==> src/rtl/multiword_add_sequencer.sv <==
// Multi-precision add/subtract sequencer that drives an external W-bit combinational
// word adder one word per cycle, LS word first, chaining the carry between words.
module multiword_add_sequencer #(
    parameter int W     = 16,
    parameter int WORDS = 4
) (
    input  logic                 clk,
    input  logic                 rst_n,
    input  logic                 in_valid,
    output logic                 in_ready,
    input  logic [W*WORDS-1:0]   op_a,
    input  logic [W*WORDS-1:0]   op_b,
    input  logic                 op_sub,
    input  logic                 op_cin,
    output logic [W-1:0]         add_a,
    output logic [W-1:0]         add_b,
    output logic                 add_cin,
    input  logic [W-1:0]         add_sum,
    input  logic                 add_cout,
    output logic                 out_valid,
    input  logic                 out_ready,
    output logic [W*WORDS-1:0]   result,
    output logic                 out_carry,
    output logic                 overflow
);
    localparam int N  = W * WORDS;
    localparam int IW = (WORDS > 1) ? $clog2(WORDS) : 1;

    // Handshakes: a transfer happens on a rising edge where valid and ready are both 1;
    // out_valid, once raised, holds with a stable result until out_ready is seen.
    typedef enum logic [1:0] {IDLE, RUN, DONE} state_t;

    state_t          state;
    logic [IW-1:0]   idx;
    logic [N-1:0]    a_q;
    logic [N-1:0]    b_q;
    logic            carry;
    logic            last;

    assign last    = (idx == IW'(WORDS - 1));
    assign add_a   = (state == RUN) ? a_q[idx*W +: W] : '0;
    assign add_b   = (state == RUN) ? b_q[idx*W +: W] : '0;
    assign add_cin = (state == RUN) ? carry : 1'b0;

    always_ff @(posedge clk) begin
        if (!rst_n) begin
            state     <= IDLE;
            idx       <= '0;
            in_ready  <= 1'b0;
            out_valid <= 1'b0;
            a_q       <= '0;
            b_q       <= '0;
            carry     <= 1'b0;
            result    <= '0;
            out_carry <= 1'b0;
            overflow  <= 1'b0;
        end else begin
            case (state)
                IDLE: begin
                    in_ready <= 1'b1;
                    if (in_valid && in_ready) begin
                        // B is stored pre-inverted so subtract is just add with cin=1.
                        a_q      <= op_a;
                        b_q      <= op_b ^ {N{op_sub}};
                        carry    <= op_sub | op_cin;
                        idx      <= '0;
                        in_ready <= 1'b0;
                        state    <= RUN;
                    end
                end
                RUN: begin
                    result[idx*W +: W] <= add_sum;
                    carry              <= add_cout;
                    if (last) begin
                        out_carry <= add_cout;
                        overflow  <= (a_q[N-1] == b_q[N-1]) && (add_sum[W-1] != a_q[N-1]);
                        out_valid <= 1'b1;
                        idx       <= '0;
                        state     <= DONE;
                    end else begin
                        idx <= idx + 1'b1;
                    end
                end
                DONE: begin
                    if (out_ready) begin
                        out_valid <= 1'b0;
                        in_ready  <= 1'b1;
                        state     <= IDLE;
                    end
                end
                default: state <= IDLE;
            endcase
        end
    end
endmodule

==> config.mk <==
export PLATFORM = sky130hd
export DESIGN_NAME = multiword_add_sequencer
export DESIGN_NICKNAME = d
export VERILOG_FILES = /design/src/rtl/multiword_add_sequencer.sv
export SDC_FILE = /design/constraint.sdc
export NUM_CORES = 1
export LEC_CHECK = 0
export ABC_AREA = 0
export CAP_MARGIN = 5
export CORE_AREA = 2 2 143 145
export CTS_BUF_LIST = sky130_fd_sc_hd__clkbuf_16
export DETAILED_ROUTE_END_ITERATION = 7
export DIE_AREA = 0 0 145 147
export DONT_BUFFER_PORTS = 1
export PLACE_DENSITY = 0.69
export SLEW_MARGIN = 20
export SYNTH_ARGS = -nofsm -noshare
export SYNTH_HDL_FRONTEND = slang
export SYNTH_SLANG_ARGS = --single-unit
==> constraint.sdc <==
create_clock -name clk -period 3 [get_ports clk]
set_input_delay 0.45 -clock clk [delete_from_list [all_inputs] [get_ports clk]]
set_output_delay 0.45 -clock clk [all_outputs]
set_load 0.02 [all_outputs]
After elaboration in Yosys (flattened, before gate mapping)
Index checks and enable logic that the tools add are counted.

word-level totals
  flip-flop bits (word level) = 201
  input port bits = 151
  output and inout bits = 101
  logic and storage cells = 57

cells by class
  add/sub/neg operators = 2
  equal/unequal tests = 8
  shift operators = 4
  mux-type cells = 19
  bitwise gates (word level) = 2
  reductions and logical operators = 12

operators with widths
  cell                                                                      number
  64-bit by 7-bit variable part select with 16-bit output                   2
  64-bit bitwise mux                                                        1
  16-bit by 34-bit variable shift with 64-bit output, first input constant  1
  16-bit by 34-bit variable part select with 64-bit output                  1
  64-bit bitwise XOR                                                        1
  6-bit negator with 34-bit output                                          1
  16-bit two-way mux                                                        2
  2-bit two-way mux                                                         5
  2-bit AND reduction                                                       4
  1-bit two-way mux                                                         6
  2-bit != test, second input constant                                      3
  1-bit one-hot mux with 2 select lines                                     3
  2-bit one-hot mux with 3 select lines                                     1
  3-bit AND reduction                                                       2
  2-bit nonzero test                                                        3
  2-bit equality test, second input constant                                2
  2-bit one-hot mux with 2 select lines                                     1
  2-bit by 1-bit adder with 2-bit output, second input constant             1
  2-bit by 1-bit equality test with 1-bit output, second input constant     1
  1-bit logical AND                                                         2
  2-bit zero test                                                           1
  1-bit equality test                                                       1
  1-bit != test                                                             1
  1-bit OR                                                                  1

Depth between registers and ports, before layout
Gate-level depths: netlist of the first run.

  depth after elaboration = 3
  gate-level depth with buffers = 9
  mapped depth without buffers = 5

Worst setup path before layout of the first run
OpenSTA, ideal clock, no wires.

  path type = register to register
  from = register idx[1]
  to = register result[38]
  setup time = 0.057 ns
  arrival time = 2.143 ns
  data required time = 2.943 ns
  path slack = 0.799 ns
  stages on the path, launching flop included = 10
  buffers on the path = 4
  clock period less this slack = 2.201 ns
  cells stage by stage = dfxtp_1 > buf_2 > buf_1 > inv_1 > ha_1 > nor2_1 > and4_1 > clkbuf_2 > buf_2 > a31o_2

on the way
  longest elaborated chain between the ends = 3
  elaborated cells on any way between the ends = 4
  those cells by class = add/sub: 1; shift: 2; mux: 1

ends and longest elaborated chain
  what                                                                                                                            line  RTL
  start, declared                                                                                                                 34    logic [IW-1:0] idx;
  start signal, assigned                                                                                                          81    idx <= idx + 1'b1;
  6-bit negator with 34-bit output *                                                                                              72    result[idx*W +: W] <= add_sum;
  16-bit by 34-bit variable part select with 64-bit output or 16-bit by 34-bit variable shift with 64-bit output (tied branches)  72
  64-bit bitwise mux *                                                                                                            72
  end signal, assigned by index                                                                                                   72
  end, declared                                                                                                                   22    output logic [W*WORDS-1:0] result,

Every way passes the cells marked *; elsewhere a longest branch is shown, timed or not.
A chain may end at the register's enable or synchronous reset.

Worst setup path in the final report of the first run
  from = register state[0]
  to = output add_a[14]

on the way
  longest elaborated chain between the ends = 2

ends and longest elaborated chain
  what                                            line  RTL
  start, declared                                 33    state_t state;
  start signal, assigned                          47    state <= IDLE;
  start signal, assigned                          68    state <= RUN;
  start signal, assigned                          79    state <= DONE;
  2-bit by 1-bit equality test with 1-bit output  41    assign add_a = (state == RUN) ? a_q[idx*W +: W] : '0;
  16-bit two-way mux                              41
  end, declared                                   15    output logic [W-1:0] add_a,

No other way between the ends.

==> metrics.cfg, run 1 <==
[status]
outcome=complete, no violations

[routing]
drt_first_pass_iters=4
vias_per_cell=5.59
vias=6445
drc_errors=0
totalWireLength_um=21600
ant_nets=0
wire_per_inst_um=18.8
drtIter0Drc=268

[clock_network]
clock_path_buffers=3
cts_tree=yes
clk_latency_ps=490
clk_pin_slew_worst_paths_ps=60
htree_levels=1
cts-buffers-inserted=22
post_cts_buffers=0
clock_sinks=201
cts_root_buf=clkbuf_16

[worst_setup_path]
crit_slowest_cell=dfxtp_1
path_max_fanout=19
crit_type=reg2out
critPathArrivalTime_ps=2140
reg2reg_depth=3
worstSetupStartpointType=register
r2r-end=result[34]
worst_ep_required_time_ps=2550
critical_path.cell_chain=nor2b_4, buf_4, and2_1
r2r_start=state[0]
reg2reg_slack_ps=890
crit_path_max_incr_delay_ps=610
end_kind=primary output

[die]
rows=52
dieArea_sq_um=21300
initial_utilization_pct=44.3
num_io_pins=252
die_h_um=147
coreArea_sq_um=19800
dieWidth_um=145

[finish]
drive_above_1_share_pct=13.5
layout.nets=1025
syn_to_final_growth_pct=7.67

[timing]
max_slew_margin_pct=33.3
fmaxAchievable_mhz=386
setup_viol=0
hold_viol_final=0
layout_min_cycle_time_ps=2590
setup_tns_ps=0
tightest_slew_ps=999
rsz0062_at_grt=false
timing.final.crit_share_pct=86.3
final.setup_skew_ps=4.34
finalMaxSlewViolations=0

[grt]
grt_pass1_wl_um=34000
grt_pass1_vias=6038
overflow=0
track_usage_pct=19.5
antenna_found_initial=1
grt_max_degree=88

[place]
dp.final_hpwl_um=14300
port_buffers=0
gp_congestion=0.837

[synth]
ys_ff_latch=201
synth_top_area_share_pct=45.8
synth_area_leaders=dfxtp_1 (46%), mux4_2 (8.2%), nand2_1 (7.7%)
synth_top_area_cell=dfxtp_1
synth_area_sq_um=8790
netlist_instances=918
avgSynthCellArea_sq_um=9.58
synthDistinctLibCells=43
ys_seq_area_share_pct=45.8
yosysWarnings=0
synth_nets=1075

[min_path]
worstHoldStart=add_sum[11]
min_path_cells=1
hold_class=in2reg
whs_endpoint=result[11]

[power]
pwr_density_cell_nw_per_um2=622
ir_drop_mv=0.483
p_leak_uw=0.00326
total_power_uw=5890

[run]
cap_violations=0

layer usage:
| layer | up-vias | track usage (%) | wire, um |
|---|---|---|---|
| li1 | 3114 | - | - |
| met1 | 3053 | 25.8 | 9110 |
| met2 | 236 | 30.4 | 9820 |
| met4 | 0 | 6.58 | 673 |
| met3 | 42 | 6.06 | 2020 |
| met5 | - | 0 | 0 |
report_power, final:
| group | switching (uW) | internal [uW] | leakage (uW) |
|---|---|---|---|
| combinational | 321 | 262 | 0.00129 |
| sequential | 90.5 | 2800 | 0.00164 |
| clock | 1040 | 1370 | 0.000343 |
worst max-delay path by stage:
stage | start | depth (start not counted) | to
floorplan | idx[1] | 9 | result[38]
global placement | state[0] | 3 | result[36]
detailed placement | state[0] | 3 | add_a[14]
CTS | state[0] | 3 | add_a[14]
global route | state[0] | 3 | add_b[1]
finish | state[0] | 3 | add_a[14]
repair_timing:
item	CTS	global route
setup endpoints to repair	0	19
hold buffers	0	0
resized for setup	0	1
kinds of logic after synthesis:
kind of cell	count (synthesis)	synth area share, %
AND/OR/NAND/NOR	319	16.3
AO/OA/AOI/OAI	206	16.9
flip-flops	201	45.8
buffers and inverters	90	5.56
XOR/XNOR	64	6.38
multiplexers	32	8.20
adder cells (fa/ha/maj)	6	0.854
cells in the final DEF (no fill, tap or decap), types with 2 or more instances in the layout:
cell type and n:
nand2b_1 2, nand3_1 3, a31o_2 17, nand2_1 180
dfxtp_2 2, dfxtp_1 199, a32o_1 16, a211oi_1 45
mux4_2 32, and2_1 34, clkbuf_16 23, clkinv_1 4
buf_12 3, xnor2_1 64, and3b_1 3, a211oi_2 20
nor2_1 68, inv_1 10, buf_4 9, nand3b_1 2
and3_1 16, o22ai_1 32, clkinv_2 4, ha_1 6
a21oi_1 71
layout make-up:
cell class	count	area, sq um
antenna	1	2.50
clock buffer	23	576
clock inverter	15	61.3
fill	1873	10400
inverter	4	17.5
multi-input combinational	627	4320
sequential	201	4030
tap	270	338
timing repair buffer	12	128
cells in the mapped netlist, drive strengths merged:
| cell | instances |
|---|---|
| clkbuf | 35 |
| a31o | 17 |
| a32o | 16 |
| nor4 | 2 |
| inv | 4 |
| a211oi | 65 |
| o22ai | 32 |
| o21ai | 2 |
| nor2b | 1 |
| nor3 | 1 |
| a31oi | 1 |
| mux4 | 32 |
| nand4 | 1 |
| and3 | 16 |
| dfxtp | 201 |
| xnor2 | 64 |
| nor4bb | 1 |
| and3b | 3 |
| nand4b | 1 |
| and2 | 34 |
| ha | 6 |
| and4 | 1 |
| o21a | 1 |
| nand3 | 3 |
| nand2b | 2 |
| o211a | 1 |
| a21oi | 71 |
| nor2 | 68 |
| buf | 51 |
| nand3b | 3 |
| nand2 | 180 |
| nand4bb | 1 |
| or2 | 1 |
sequential cells by signal, indices dropped and copies added, names as in the netlist:
register / cells
in_ready: 1
overflow: 1
out_carry: 1
result: 64
a_q: 64
out_valid: 1
state: 2
b_q: 64
carry: 1
idx: 2
metrics by stage:
step                      worst slack, ps  hold slack (ps)  std cells  util [%]  area (sq um)
after floorplan                       799              433        918         -          8790
after global routing                  242             59.0       1153      47.7          9470
after global placement                636              439       1114      44.5          8820
after detailed placement              653              445       1114      44.5          8820
final                                 410             78.6       1153      47.7          9470
after CTS                             110             62.0       1152      47.7          9460
worst max-delay path, delay by kind of cell (launching register included):
kind                   cells  cell delay [ps]
flip-flops                 1              610
AND/OR/NAND/NOR            2              770
buffers and inverters      1              260
(Power assumes the default switching activity.)
==> run 2: changes to the inputs <==
CTS_CLUSTER_SIZE = 10   (was default)
==> metrics.cfg, run 2 (synthesized netlist as in run 1, its figures left out) <==
[clock_network]
clock_sinks=201  ; unchanged
clock_path_buffers=3  ; unchanged
clk_latency_ps=500  ; about the same
htree_levels=1  ; unchanged
post_cts_buffers=0  ; unchanged
hold_buffers=0  ; unchanged
clk_pin_slew_worst_paths_ps=50  ; about the same
cts-buffers-inserted=24  ; +9.1%
cts_tree=yes
cts_root_buf=clkbuf_16

[power]
pwr_density_cell_nw_per_um2=630  ; +1.2%
p_leak_uw=0.00326  ; -0.15%
ir_drop_mv=0.413  ; -15%

[grt]
grt_max_degree=88  ; unchanged
track_usage_pct=19.5  ; +0.024 points
overflow=0  ; unchanged
antenna_found_initial=1  ; unchanged
grt_pass1_wl_um=34100  ; +0.49%
grt_pass1_vias=6103  ; +1.1%

[timing]
layout_min_cycle_time_ps=2600  ; +7.65 ps
timing.final.crit_share_pct=86.6  ; +0.26 points
fmaxAchievable_mhz=385  ; -0.29%
final.setup_skew_ps=6.40  ; +2.06 ps
setup_tns_ps=0  ; unchanged
finalMaxSlewViolations=0  ; unchanged
tightest_slew_ps=988  ; -11.0 ps
fin_ws_ps=403  ; -7.65 ps
max_slew_margin_pct=34.0  ; +0.74 points
hold_viol_final=0  ; unchanged
rsz0062_at_grt=false
setup_viol=0  ; unchanged

[finish]
layout.nets=1027  ; +0.20%
layout_common_cells=dfxtp_1 (199), nand2_1 (180), a21oi_1 (71)
drive_above_1_share_pct=13.4  ; -0.14 points
largestRegisters=a_q x64, b_q x64, result x64
final_common_cell=dfxtp_1
syn_to_final_growth_pct=7.84

[routing]
ant_nets=0  ; unchanged
wire_per_inst_um=18.8  ; +0.16%
drt_first_pass_iters=5  ; +1
drtIter0Drc=282  ; +5.2%
vias_per_cell=5.62  ; +0.52%
drc_errors=0  ; unchanged
totalWireLength_um=21500  ; -0.36%
vias=6445  ; unchanged

[place]
dp.final_hpwl_um=14300  ; unchanged
port_buffers=0  ; unchanged
gp_congestion=0.837  ; unchanged
dp_slack_ps=653  ; unchanged

[min_path]
hold_class=in2reg
min_path_cells=1  ; unchanged

[die]
num_io_pins=252  ; unchanged
coreArea_sq_um=19800  ; unchanged
dieWidth_um=145  ; unchanged
die_h_um=147  ; unchanged
initial_utilization_pct=44.3  ; unchanged
rows=52  ; unchanged
dieArea_sq_um=21300  ; unchanged

[worst_setup_path]
crit_type=reg2out
critPathArrivalTime_ps=2150  ; about the same
worstSetupStartpointType=register
end_kind=primary output
reg2reg_depth=3  ; unchanged
path_max_fanout=19  ; unchanged
worst_ep_required_time_ps=2550  ; about the same

[run]
cap_violations=0  ; unchanged

[status]
outcome=complete, no violations

==> run 2: cell types whose count changed in the layout (fill, tap and decap cells not counted), sizes merged <==
cell | before | now
inv | 11 | 9
clkbuf | 23 | 25
clkinv | 8 | 2
==> run 2: area by class of cell <==
class                      instances  area (sq um)
antenna                            1          2.50
timing repair buffer              12           128
clock buffer                      25           626
clock inverter                     7          26.3
sequential                       201          4030
inverter                           4          17.5
multi-input combinational        627          4320
fill                            1855         10400
tap                              270           338
==> run 2: critical path: stages, from the launching register on <==
cell and delay, ps:
dfxtp_1 610, nor2b_4 500, buf_4 270, and2_1 270
==> run 2: path summary, 6_finish.rpt <==
kind / startpoint / to / slack, ps
worst min register to register: a_q[47] / a_q[47] / 450
worst min-delay path: add_sum[11] / result[11] / 80
worst max register to register: state[0] / result[35] / 920
worst max-delay path: state[0] / add_a[14] / 400
==> run 2: report_power, final <==
part / internal [uW] / switching [uW]
Sequential: 2800 / 90.3
Combinational: 262 / 321
Clock: 1460 / 1030
Total: 4530 / 1440
==> run 2: timing repair <==
action / in CTS / in global routing
resized for setup: 0 / 1
hold endpoints to repair: 0 / 0
setup endpoints to repair: 0 / 19
==> run 2: metal layers <==
metal	up-vias	routed length, um	track usage [%]	share of wire [%]
met2	262	9650	30.0	45
met5	-	0	0	0
met4	0	809	7.03	3.8
met3	46	2110	6.18	9.8
met1	3029	8980	26.0	42
li1	3108	-	-	-
==> run 2: stage by stage <==
| step | cell area, sq um | hold slack [ps] | util [%] | total power [uW] | instances |
|---|---|---|---|---|---|
| after floorplan | 8790 | 433 | - | 3470 | 918 |
| after global placement | 8820 | 439 | 44.5 | 3530 | 1114 |
| after detailed placement | 8820 | 445 | 44.5 | 3540 | 1114 |
| after CTS | 9470 | 58.9 | 47.7 | 6040 | 1146 |
| after global routing | 9480 | 55.1 | 47.8 | 6230 | 1147 |
| final | 9480 | 77.6 | 47.8 | 5970 | 1147 |
==> run 3: changes to the inputs <==
CORE_AREA = 8 8 149 151   (was 2 2 143 145)
DIE_AREA = 0 0 157 159   (was 0 0 145 147)
==> metrics.cfg, run 3 (synthesized netlist as in run 1, its figures left out) <==
[status]
outcome=complete, no violations

[clock_network]
cts_tree=yes
hold_buffers=0  ; unchanged
cts-buffers-inserted=24  ; unchanged
clock_sinks=201  ; unchanged
clk_latency_ps=500  ; about the same
clk_pin_slew_worst_paths_ps=60  ; about the same
htree_levels=1  ; unchanged
post_cts_buffers=0  ; unchanged
clock_path_buffers=3  ; unchanged
cts_root_buf=clkbuf_16
cts_resized=0  ; unchanged

[worst_setup_path]
end_kind=primary output
worstSetupStartpointType=register
path_max_fanout=24  ; +5
crit_start=state[0]
crit_type=reg2out
r2r_start=idx[0]
critPathArrivalTime_ps=2180  ; +30 ps
worst_ep_required_time_ps=2550  ; about the same

[finish]
final_cell_area_sq_um=9490  ; +0.12%
largestRegisters=a_q x64, b_q x64, result x64
syn_to_final_growth_pct=7.97
n_antenna_cell=0  ; -1
final_common_cell=dfxtp_1
drive_above_1_share_pct=13.1  ; -0.21 points
layout_common_cells=dfxtp_1 (199), nand2_1 (180), a21oi_1 (71)
layout.nets=1025  ; -0.19%

[routing]
drc_errors=0  ; unchanged
ant_nets=0  ; unchanged
wire_per_inst_um=20.4  ; +8.8%
drt_first_pass_iters=4  ; -1
vias_per_cell=5.61  ; about the same
totalWireLength_um=23400  ; +8.6%
drtIter0Drc=310  ; +9.9%
vias=6428  ; -0.26%

[min_path]
worstHoldStart=op_a[63]
hold_class=in2reg

[timing]
final.setup_skew_ps=9.43  ; +3.03 ps
timing.final.crit_share_pct=87.7  ; +1.2 points
tightest_slew_ps=987  ; -0.270 ps
setup_tns_ps=0  ; unchanged
rsz0062_at_grt=false
setup_viol=0  ; unchanged
layout_min_cycle_time_ps=2630  ; +35.0 ps
fmaxAchievable_mhz=380  ; -1.3%
max_slew_margin_pct=34.0  ; about the same
hold_viol_final=0  ; unchanged
finalMaxSlewViolations=0  ; unchanged

[grt]
track_usage_pct=18.1  ; -1.5 points
grt_pass1_vias=6251  ; +2.4%
overflow=0  ; unchanged
antenna_found_initial=0  ; -1
grt_pass1_wl_um=36100  ; +5.7%
grt_max_degree=86  ; -2.3%

[place]
gp_congestion=0.799  ; -4.6%
placed_cell_area_sq_um=8840  ; +0.17%
port_buffers=0  ; unchanged
dp.final_hpwl_um=15800  ; +10%

[die]
die_h_um=159  ; +8.2%
num_io_pins=252  ; unchanged
dieWidth_um=157  ; +8.3%
rows=52  ; unchanged
coreArea_sq_um=19800  ; unchanged
dieArea_sq_um=25000  ; +17%
initial_utilization_pct=44.3  ; unchanged

[power]
pwr_density_cell_nw_per_um2=631  ; +0.17%
ir_drop_mv=0.399  ; -3.4%
p_leak_uw=0.00327  ; +0.17%

[run]
cap_violations=0  ; unchanged

run 3: cell types whose count changed in the layout (fill, tap and decap cells not counted), sizes merged:
cell	change
inv	+2
buf	-2
diode	-1
clkinv	-1
run 3: final timing paths:
kind	slack, ps	endpoint	depth (start not counted)
max	370	add_a[11]	3
min	70	a_q[63]	2
max reg2reg	860	result[39]	5
min reg2reg	450	a_q[41]	2
run 3: report_power, final:
| group | total (uW) | switching (uW) | leakage, uW | internal, uW |
|---|---|---|---|---|
| Clock | 2500 | 1040 | 0.000347 | 1460 |
| Sequential | 2900 | 97.5 | 0.00164 | 2810 |
| Combinational | 583 | 318 | 0.00128 | 265 |
| Total | 5990 | 1450 | 0.00327 | 4530 |
run 3: stage by stage:
| stage | power [uW] | std cells | setup slack, ps | util [%] | hold WS [ps] |
|---|---|---|---|---|---|
| 5_1_grt | 6240 | 1145 | 224 | 47.8 | 52.5 |
| 4_1_cts | 6060 | 1145 | 318 | 47.8 | 50.3 |
| 3_5_place_dp | 3550 | 1112 | 879 | 44.5 | 446 |
| 2_1_floorplan | 3470 | 918 | 799 | - | 433 |
| 3_3_place_gp | 3530 | 1112 | 914 | 44.5 | 439 |
| 6_report | 5990 | 1145 | 368 | 47.8 | 73.4 |
run 3: cell type report:
class | count | area [sq um]
sequential | 201 | 4030
clock inverter | 8 | 30.0
multi-input combinational | 627 | 4320
timing repair buffer | 10 | 138
clock buffer | 25 | 626
tap | 270 | 338
fill | 1888 | 10400
inverter | 4 | 17.5
run 3: worst max-delay path, stage by stage, from the launching register on:
cell and delay [ps]:
dfxtp_1 600, nor2b_4 420, buf_4 340, and2_1 310
run 3: routing by layer:
layer / global-route usage, % / up-vias / part of all wire [%]
met1: 22.4 / 3006 / 40
met4: 9.09 / 0 / 5.0
met3: 6.38 / 56 / 11
met2: 27.2 / 256 / 43
li1: - / 3110 / -
met5: 0 / - / 0
